==> src/rtl/uart_tx_arbiter.sv <==
// -----------------------------------------------------------------------------
// uart_tx_arbiter
//
// Purpose:
//   Shares one UART transmitter between two byte-stream requesters. Ownership
//   is granted per packet. A grant is held until the owner's last byte has been
//   serialised, or until MAX_PKT_BYTES bytes have gone out under that grant.
//   When both requesters are waiting, the one that did not own the previous
//   grant is served first. The bytes left over after a packet is cut at
//   MAX_PKT_BYTES are sent under a later grant.
//
// Parameters:
//   MAX_PKT_BYTES  maximum bytes sent per grant (1..256)
//
// Ports:
//   clk          sole clock, rising edge
//   reset        asynchronous, active-low reset
//   req0_data    byte offered by requester 0
//   req0_valid   requester 0 byte present
//   req0_last    requester 0 byte ends its packet
//   req0_ready   requester 0 byte accepted this cycle (combinational)
//   req1_*       same set of ports for requester 1
//   tx_data      byte held for the transmitter
//   tx_start     one-cycle pulse that starts a transmitter frame
//   tx_busy      transmitter is serialising a frame
//   grant        one-hot current owner, 2'b00 when nobody owns the link
// -----------------------------------------------------------------------------
module uart_tx_arbiter #(
    parameter int unsigned MAX_PKT_BYTES = 256
) (
    input  logic       clk,
    input  logic       reset,

    input  logic [7:0] req0_data,
    input  logic       req0_valid,
    input  logic       req0_last,
    output logic       req0_ready,

    input  logic [7:0] req1_data,
    input  logic       req1_valid,
    input  logic       req1_last,
    output logic       req1_ready,

    output logic [7:0] tx_data,
    output logic       tx_start,
    input  logic       tx_busy,
    output logic [1:0] grant
);

    localparam logic [8:0] MAX_CNT = 9'(MAX_PKT_BYTES);

    typedef enum logic [1:0] {
        IDLE,
        SEND,
        WAIT_BUSY,
        WAIT_DONE
    } state_t;

    state_t     r_state;
    logic       r_owner;       // 0 = requester 0, 1 = requester 1
    logic       r_last_owner;  // owner of the most recently released grant
    logic       r_last_cap;    // last flag of the byte currently in flight
    logic [8:0] r_cnt;         // bytes sent under the current grant
    logic [7:0] r_tx_data;
    logic       r_tx_start;
    logic [1:0] r_grant;

    logic       w_own_valid;
    logic [7:0] w_own_data;
    logic       w_own_last;
    logic       w_xfer;
    logic       w_winner;
    logic       w_release;

    // Owner-side view of the request interface.
    always_comb begin
        w_own_valid = req0_valid;
        w_own_data  = req0_data;
        w_own_last  = req0_last;
        if (r_owner) begin
            w_own_valid = req1_valid;
            w_own_data  = req1_data;
            w_own_last  = req1_last;
        end
    end

    // A byte moves only while SEND holds the grant and the transmitter is free.
    always_comb begin
        w_xfer = (r_state == SEND) && w_own_valid && !tx_busy;
    end

    // Arbitration: a lone requester wins; on a tie the previous owner loses.
    always_comb begin
        w_winner = req1_valid;
        if (req0_valid && req1_valid) begin
            w_winner = ~r_last_owner;
        end
    end

    // The grant ends on the packet's last byte or when the per-grant cap is hit.
    always_comb begin
        w_release = r_last_cap || (r_cnt == MAX_CNT);
    end

    always_ff @(posedge clk or negedge reset) begin
        if (!reset) begin
            r_state      <= IDLE;
            r_owner      <= 1'b0;
            r_last_owner <= 1'b1;
            r_last_cap   <= 1'b0;
            r_cnt        <= '0;
            r_tx_data    <= '0;
            r_tx_start   <= 1'b0;
            r_grant      <= '0;
        end else begin
            r_tx_start <= 1'b0;
            case (r_state)
                IDLE: begin
                    if (req0_valid || req1_valid) begin
                        r_owner <= w_winner;
                        r_grant <= w_winner ? 2'b10 : 2'b01;
                        r_state <= SEND;
                    end
                end

                SEND: begin
                    if (w_xfer) begin
                        r_tx_data  <= w_own_data;
                        r_tx_start <= 1'b1;
                        r_last_cap <= w_own_last;
                        r_cnt      <= r_cnt + 9'd1;
                        r_state    <= WAIT_BUSY;
                    end
                end

                WAIT_BUSY: begin
                    if (tx_busy) begin
                        r_state <= WAIT_DONE;
                    end
                end

                WAIT_DONE: begin
                    if (!tx_busy) begin
                        if (w_release) begin
                            r_grant      <= '0;
                            r_last_owner <= r_owner;
                            r_cnt        <= '0;
                            r_last_cap   <= 1'b0;
                            r_state      <= IDLE;
                        end else begin
                            r_state <= SEND;
                        end
                    end
                end

                default: begin
                    r_state <= IDLE;
                end
            endcase
        end
    end

    assign req0_ready = w_xfer && !r_owner;
    assign req1_ready = w_xfer &&  r_owner;
    assign tx_data    = r_tx_data;
    assign tx_start   = r_tx_start;
    assign grant      = r_grant;

endmodule

==> config.mk <==
export PLATFORM = sky130hd
export DESIGN_NAME = uart_tx_arbiter
export DESIGN_NICKNAME = d
export VERILOG_FILES = /design/src/rtl/uart_tx_arbiter.sv
export SDC_FILE = /design/constraint.sdc
export NUM_CORES = 1
export LEC_CHECK = 0
export BUFFER_PORTS_ARGS = -buffer_cell sky130_fd_sc_hd__buf_2
export CAP_MARGIN = 0
export CORE_MARGIN = 2
export CORE_UTILIZATION = 25
export DETAILED_ROUTE_END_ITERATION = 8
export GPL_ROUTABILITY_DRIVEN = 0
export PLACE_DENSITY = 0.56
export SLEW_MARGIN = 20
export SYNTH_ARGS = -nofsm -noshare
export SYNTH_HDL_FRONTEND = slang
export SYNTH_SLANG_ARGS = --single-unit
==> constraint.sdc <==
create_clock -name clk -period 2.1 [get_ports clk]
set_clock_uncertainty 0.2 [all_clocks]
set_input_delay 0.21 -clock clk [delete_from_list [all_inputs] [get_ports clk]]
set_output_delay 0.21 -clock clk [all_outputs]
set_load 0.03 [all_outputs]
; ---- Word level (Yosys, flattened, before mapping)
; Index checks and enable logic that the tools add are counted.
[totals]
in_bits = 23
word_cells = 63
out_inout_bits = 13
ff_bits = 25
[op_classes]
bitwise_logic = 2
reduce_logical = 18
n_mux = 25
n_eq_ne = 9
n_addsub = 1
[op_table]
columns = operator, n
row1 = 2-to-1 mux 9 bit, 3
row2 = case mux 9 bit (2 select lines), 1
row3 = 2-to-1 mux 2 bit, 8
row4 = AND reduction 4 bit, 3
row5 = "!= test 2 bit, second input constant", 5
row6 = "adder 9 x 1 -> 9 bit, second input constant", 1
row7 = "== test 9 bit, second input constant", 1
row8 = 2-to-1 mux 1 bit, 9
row9 = 2-to-1 mux 8 bit, 1
row10 = case mux 2 bit (4 select lines), 1
row11 = logical AND 1 bit, 5
row12 = "== test 2 bit, second input constant", 2
row13 = case mux 2 bit (2 select lines), 1
row14 = AND reduction 2 bit, 2
row15 = nonzero test 2 bit, 2
row16 = AND reduction 3 bit, 1
row17 = "== test 2 x 1 -> 1 bit, second input constant", 1
row18 = logical NOT 1 bit, 2
row19 = logical NOT 2 bit, 1
row20 = logical OR 1 bit, 2
row21 = inverter 1 bit, 2
row22 = case mux 1 bit (2 select lines), 1

; ---- Longest topological paths before layout
[depth]
depth_word = 5
depth_mapped = 7
mapped_depth_nobuf = 6

; ---- Worst setup path after synthesis
; No wires, ideal clock.
[synth_timing]
path_type = reg-to-reg
start = register r_state[1]
end = register r_tx_data[0] (netlist: tx_data[0])
synth_period_minus_slack_ns = 2.107
setup_time_ns = 0.069
path_stages_with_launch = 7
slack_ns = -0.007
t_arrival_ns = 1.838
cell_sequence = dfrtp_1 inv_1 ha_1 nand2b_1 nor3b_2 a222oi_1 inv_1
[synth_via]
elab_chain_cells = 4
[synth_rtl]
columns = item, line
row1 = start: declaration, 59  ; state_t r_state;
row2 = start signal: assignment, 107  ; r_state <= IDLE;
row3 = start signal: assignment, 122  ; r_state <= SEND;
row4 = start signal: assignment, 132  ; r_state <= WAIT_BUSY;
row5 = == test 2 x 1 -> 1 bit *, "89, 117"
row6 = logical AND 1 bit (2 in a row), 89  ; w_xfer = (r_state == SEND) && w_own_valid && !tx_busy;
row7 = AND reduction 2 bit (no line) *, --
row8 = end signal: assignment, 128  ; r_tx_data <= w_own_data;
row9 = end: declaration, 64  ; logic [7:0] r_tx_data;
; Every way passes the cells marked *; elsewhere a longest branch is shown, timed or not.
; A chain may end at the register's enable or synchronous reset.

; ---- Worst setup path after layout
[layout_timing]
start = register r_state[1]
end = register r_state[1]
[layout_via]
elab_chain_cells = 5
[layout_rtl]
columns = item, line
row1 = == test 2 x 1 -> 1 bit, "89, 117"
row2 = logical AND 1 bit (2 in a row), 89
row3 = != test 2 bit (no line), --
row4 = AND reduction 4 bit (no line), --
; Several ways; a longest one is shown, not always the timed one.

==> parameters.txt <==
Parameter                              Value

Drt
  Detailed-routing iteration count for the pre-antenna-repair pass    4
  Mean routed wirelength per cell    13.3 um
  Post-route antenna net violation count    0
  Final Routed Wirelength    3.64 mm
  Vias    1277
  DRC violation count after routing    0
  Initial DRC Count    73
  Avg Vias per Cell    4.66

Clocking
  Register clock-pin slew on the reported worst setup and hold paths    0.10 ns
  Clock tree from TritonCTS    done
  Clock Path Buffers    2
  Insertion delay of the later-clocked pin in the worst-skew pair    0.27 ns
  Root Driver    sky130_fd_sc_hd__clkbuf_8
  Number of CTS-inserted buffers    3
  H-tree Lvls    1
  Number of sinks driven by the clock tree    25

Global routing
  Met1 layer usage reported by global route    0.164
  Pin count of the biggest net entering global routing    26
  Most used routing layer    met2
  Global-route wire length before repair    6.14 mm
  Gr ovfl total    0
  Initial antenna violation count    0
  Met2 track demand over resource in global routing    0.211
  Via count of the first global-routing pass    1301
  Met3 Usage GRT    0.0184
  Total global routing track utilization    0.124

Floorplanning
  Horizontal die dimension    78.7 um
  Core area    0.00544 sq mm
  Die Height    78.7 um
  I/O pin total    36
  Initial Util    0.256
  Cell row count    27
  Die area    0.00619 sq mm

Worst hold path
  Min-Delay Path Class    input port to flop
  Hold Crit Endpoint    grant[0]$_DFFE_PN0P_
  Cell count of the worst hold path    3
  Hold wc startpoint    req0_valid

Critical path
  FF-to-FF Start    r_state[1]$_DFFE_PN0P_
  Crit end category    flop
  Critical Path Source Type    flop
  CP Max Fanout    5
  Crit path DAT    2.02 ns
  Category of the critical setup timing path    flop to flop
  Data required, critical path    2.07 ns
  Worst R2R End    r_state[1]$_DFFE_PN0P_
  Flop2flop setup slack    0.05 ns
  Worst reg2reg path depth    6

Synth
  Distinct cell type count of the synthesized netlist    39
  Flop and latch count out of synthesis    25
  Count of warnings emitted by yosys    0
  Post-Syn Instances    135
  Per-instance average area after synthesis    10.3 sq um
  Share of synthesized area occupied by flip-flops and latches    0.450
  Mapped cell area    0.00139 sq mm
  Post-synth net total    164

STA
  Hold Fails Final Rpt    0
  Post-layout min period    2.05 ns
  Hold Worst Slack    0.0571 ns
  Unrepaired setup endpoints after global routing    yes
  Count of pins over their slew limit    0
  Top achievable clock speed    487 MHz
  Final setup violation count    0
  Tcrit/Tclk final    0.978
  Slew Limit Headroom    0.636
  Measured slew at the worst slew-check pin    0.545 ns

Finish
  Final design instance area without fill    0.00200 sq mm
  Layout-stage area growth over the synthesis result    43.5%
  Share of cells above drive strength 1    0.317
  Number of nets in the finished design    232
  Utilization of the core after routing    0.368
  Most common library cell in the layout ignoring fill and taps    sky130_fd_sc_hd__buf_2
  Commonest non-fill, non-tap cells in the layout    sky130_fd_sc_hd__buf_2, sky130_fd_sc_hd__dfrtp_1, sky130_fd_sc_hd__buf_4, sky130_fd_sc_hd__dlygate4sd3_1, sky130_fd_sc_hd__inv_1
  Diodes inserted    0

Place
  Total cell area at the placement stage    0.00174 sq mm
  Detailed placer's ending HPWL    2.35 mm
  Number of buffer cells added on primary ports    35

Flow run
  MaxCap Viol Count    0

Run status
  Outcome    finished clean

Power
  Areal power density over the cells    1250 mW/mm^2
  LEAKAGE    0.000957 uW
  Largest voltage drop on the vdd net    0.407 mV
  Power, Total    2500 uW
-- worst max-delay path by stage --
stage	end	from	slack [ns]	cells past startpoint
2_1_floorplan	r_state[1]$_DFFE_PN0P_	r_state[1]$_DFFE_PN0P_	0.006	6
3_3_place_gp	r_state[1]$_DFFE_PN0P_	r_state[1]$_DFFE_PN0P_	0.09	6
3_5_place_dp	r_state[1]$_DFFE_PN0P_	r_state[1]$_DFFE_PN0P_	0.07	6
4_1_cts	req0_ready	r_state[1]$_DFFE_PN0P_	0.007	6
5_1_grt	r_state[0]$_DFFE_PN0P_	r_state[1]$_DFFE_PN0P_	-0.05	7
6_report	r_state[1]$_DFFE_PN0P_	r_state[1]$_DFFE_PN0P_	0.05	6
-- what timing repair did --
action                                  CTS  global route
hold buffers                             17             0
endpoints found under the setup margin    2             9
resized for setup                         4             2
endpoints found under the hold margin    32             0
pin swaps                                 1             1
setup buffers                             1             2
-- state kept, by name, summed over array words and instances (netlist names) --
signal        cells
r_cnt             9
r_last_owner      1
r_last_cap        1
r_owner           1
tx_data           8
grant             2
tx_start          1
r_state           2
-- synthesized netlist by cell type, drive strengths merged --
cell / n / area share
nand2: 7 / 0.019
dfrtp: 24 / 0.43
nor4: 2 / 0.0090
a222oi: 8 / 0.057
and3: 2 / 0.0090
a2111oi: 1 / 0.020
nand4: 1 / 0.0045
a211oi: 2 / 0.011
a32o: 1 / 0.0072
inv: 13 / 0.035
nor4b: 2 / 0.022
nor2b: 5 / 0.022
a2bb2oi: 1 / 0.0063
buf: 2 / 0.013
ha: 6 / 0.054
nand3: 3 / 0.011
nor2: 9 / 0.024
nor3b: 2 / 0.014
mux2: 2 / 0.016
or2: 3 / 0.013
clkbuf: 4 / 0.011
mux2i: 3 / 0.022
nor3: 3 / 0.011
dfstp: 1 / 0.019
xor2: 1 / 0.0063
a211o: 1 / 0.0063
a21oi: 2 / 0.0072
o21ai: 6 / 0.022
or3: 1 / 0.0045
o31ai: 7 / 0.038
and2: 1 / 0.0045
a221o: 2 / 0.014
a31oi: 1 / 0.0045
a22o: 3 / 0.019
nand2b: 3 / 0.013
-- layout make-up --
type	instances	area, sq um
fillers	562	3440
multi-input cells	91	704
flip-flops and latches	25	627
repair buffers	69	482
well taps	72	90.1
inverters	13	48.8
clock buffers	3	41.3
clock inverters	1	7.51
-- logic make-up after synthesis --
family          count (synthesis)  share of synthesized area
mux                             5                     0.0377
simple gates                   44                      0.181
xor+xnor                        1                    0.00628
fa+ha+maj                       6                     0.0539
flops                          25                      0.450
buf+inv                        19                     0.0592
compound gates                 35                      0.212
-- metrics by stage --
step,setup WS [ns],std cells,setup TNS [ns]
floorplan,0.00630,135,0
global placement,0.0924,250,0
detailed placement,0.0654,250,0
CTS,0.00702,272,0
global route,-0.0473,274,-0.151
finish,0.0453,274,0
-- routing by layer --
metal	share of wire	wire (um)	up-vias
li1	-	-	633
met1	0.48	1760	616
met2	0.48	1760	26
met3	0.029	104	2
met4	0.0041	15	0
met5	0	0	-
-- power breakdown --
part	switching, uW	leakage (uW)	total [uW]	internal, uW
clock network	168	0.0000217	303	135
logic	760	0.000622	1370	613
registers	153	0.000313	824	671
-- critical path: stages, from the launching register on --
cell and delay (ns):
sky130_fd_sc_hd__dfrtp_1 0.43, sky130_fd_sc_hd__inv_1 0.10, sky130_fd_sc_hd__ha_2 0.21, sky130_fd_sc_hd__nand2b_1 0.08, sky130_fd_sc_hd__or2_1 0.22, sky130_fd_sc_hd__a211oi_1 0.35
sky130_fd_sc_hd__mux2_1 0.36
Note: power is estimated with default switching activity, not from simulation.
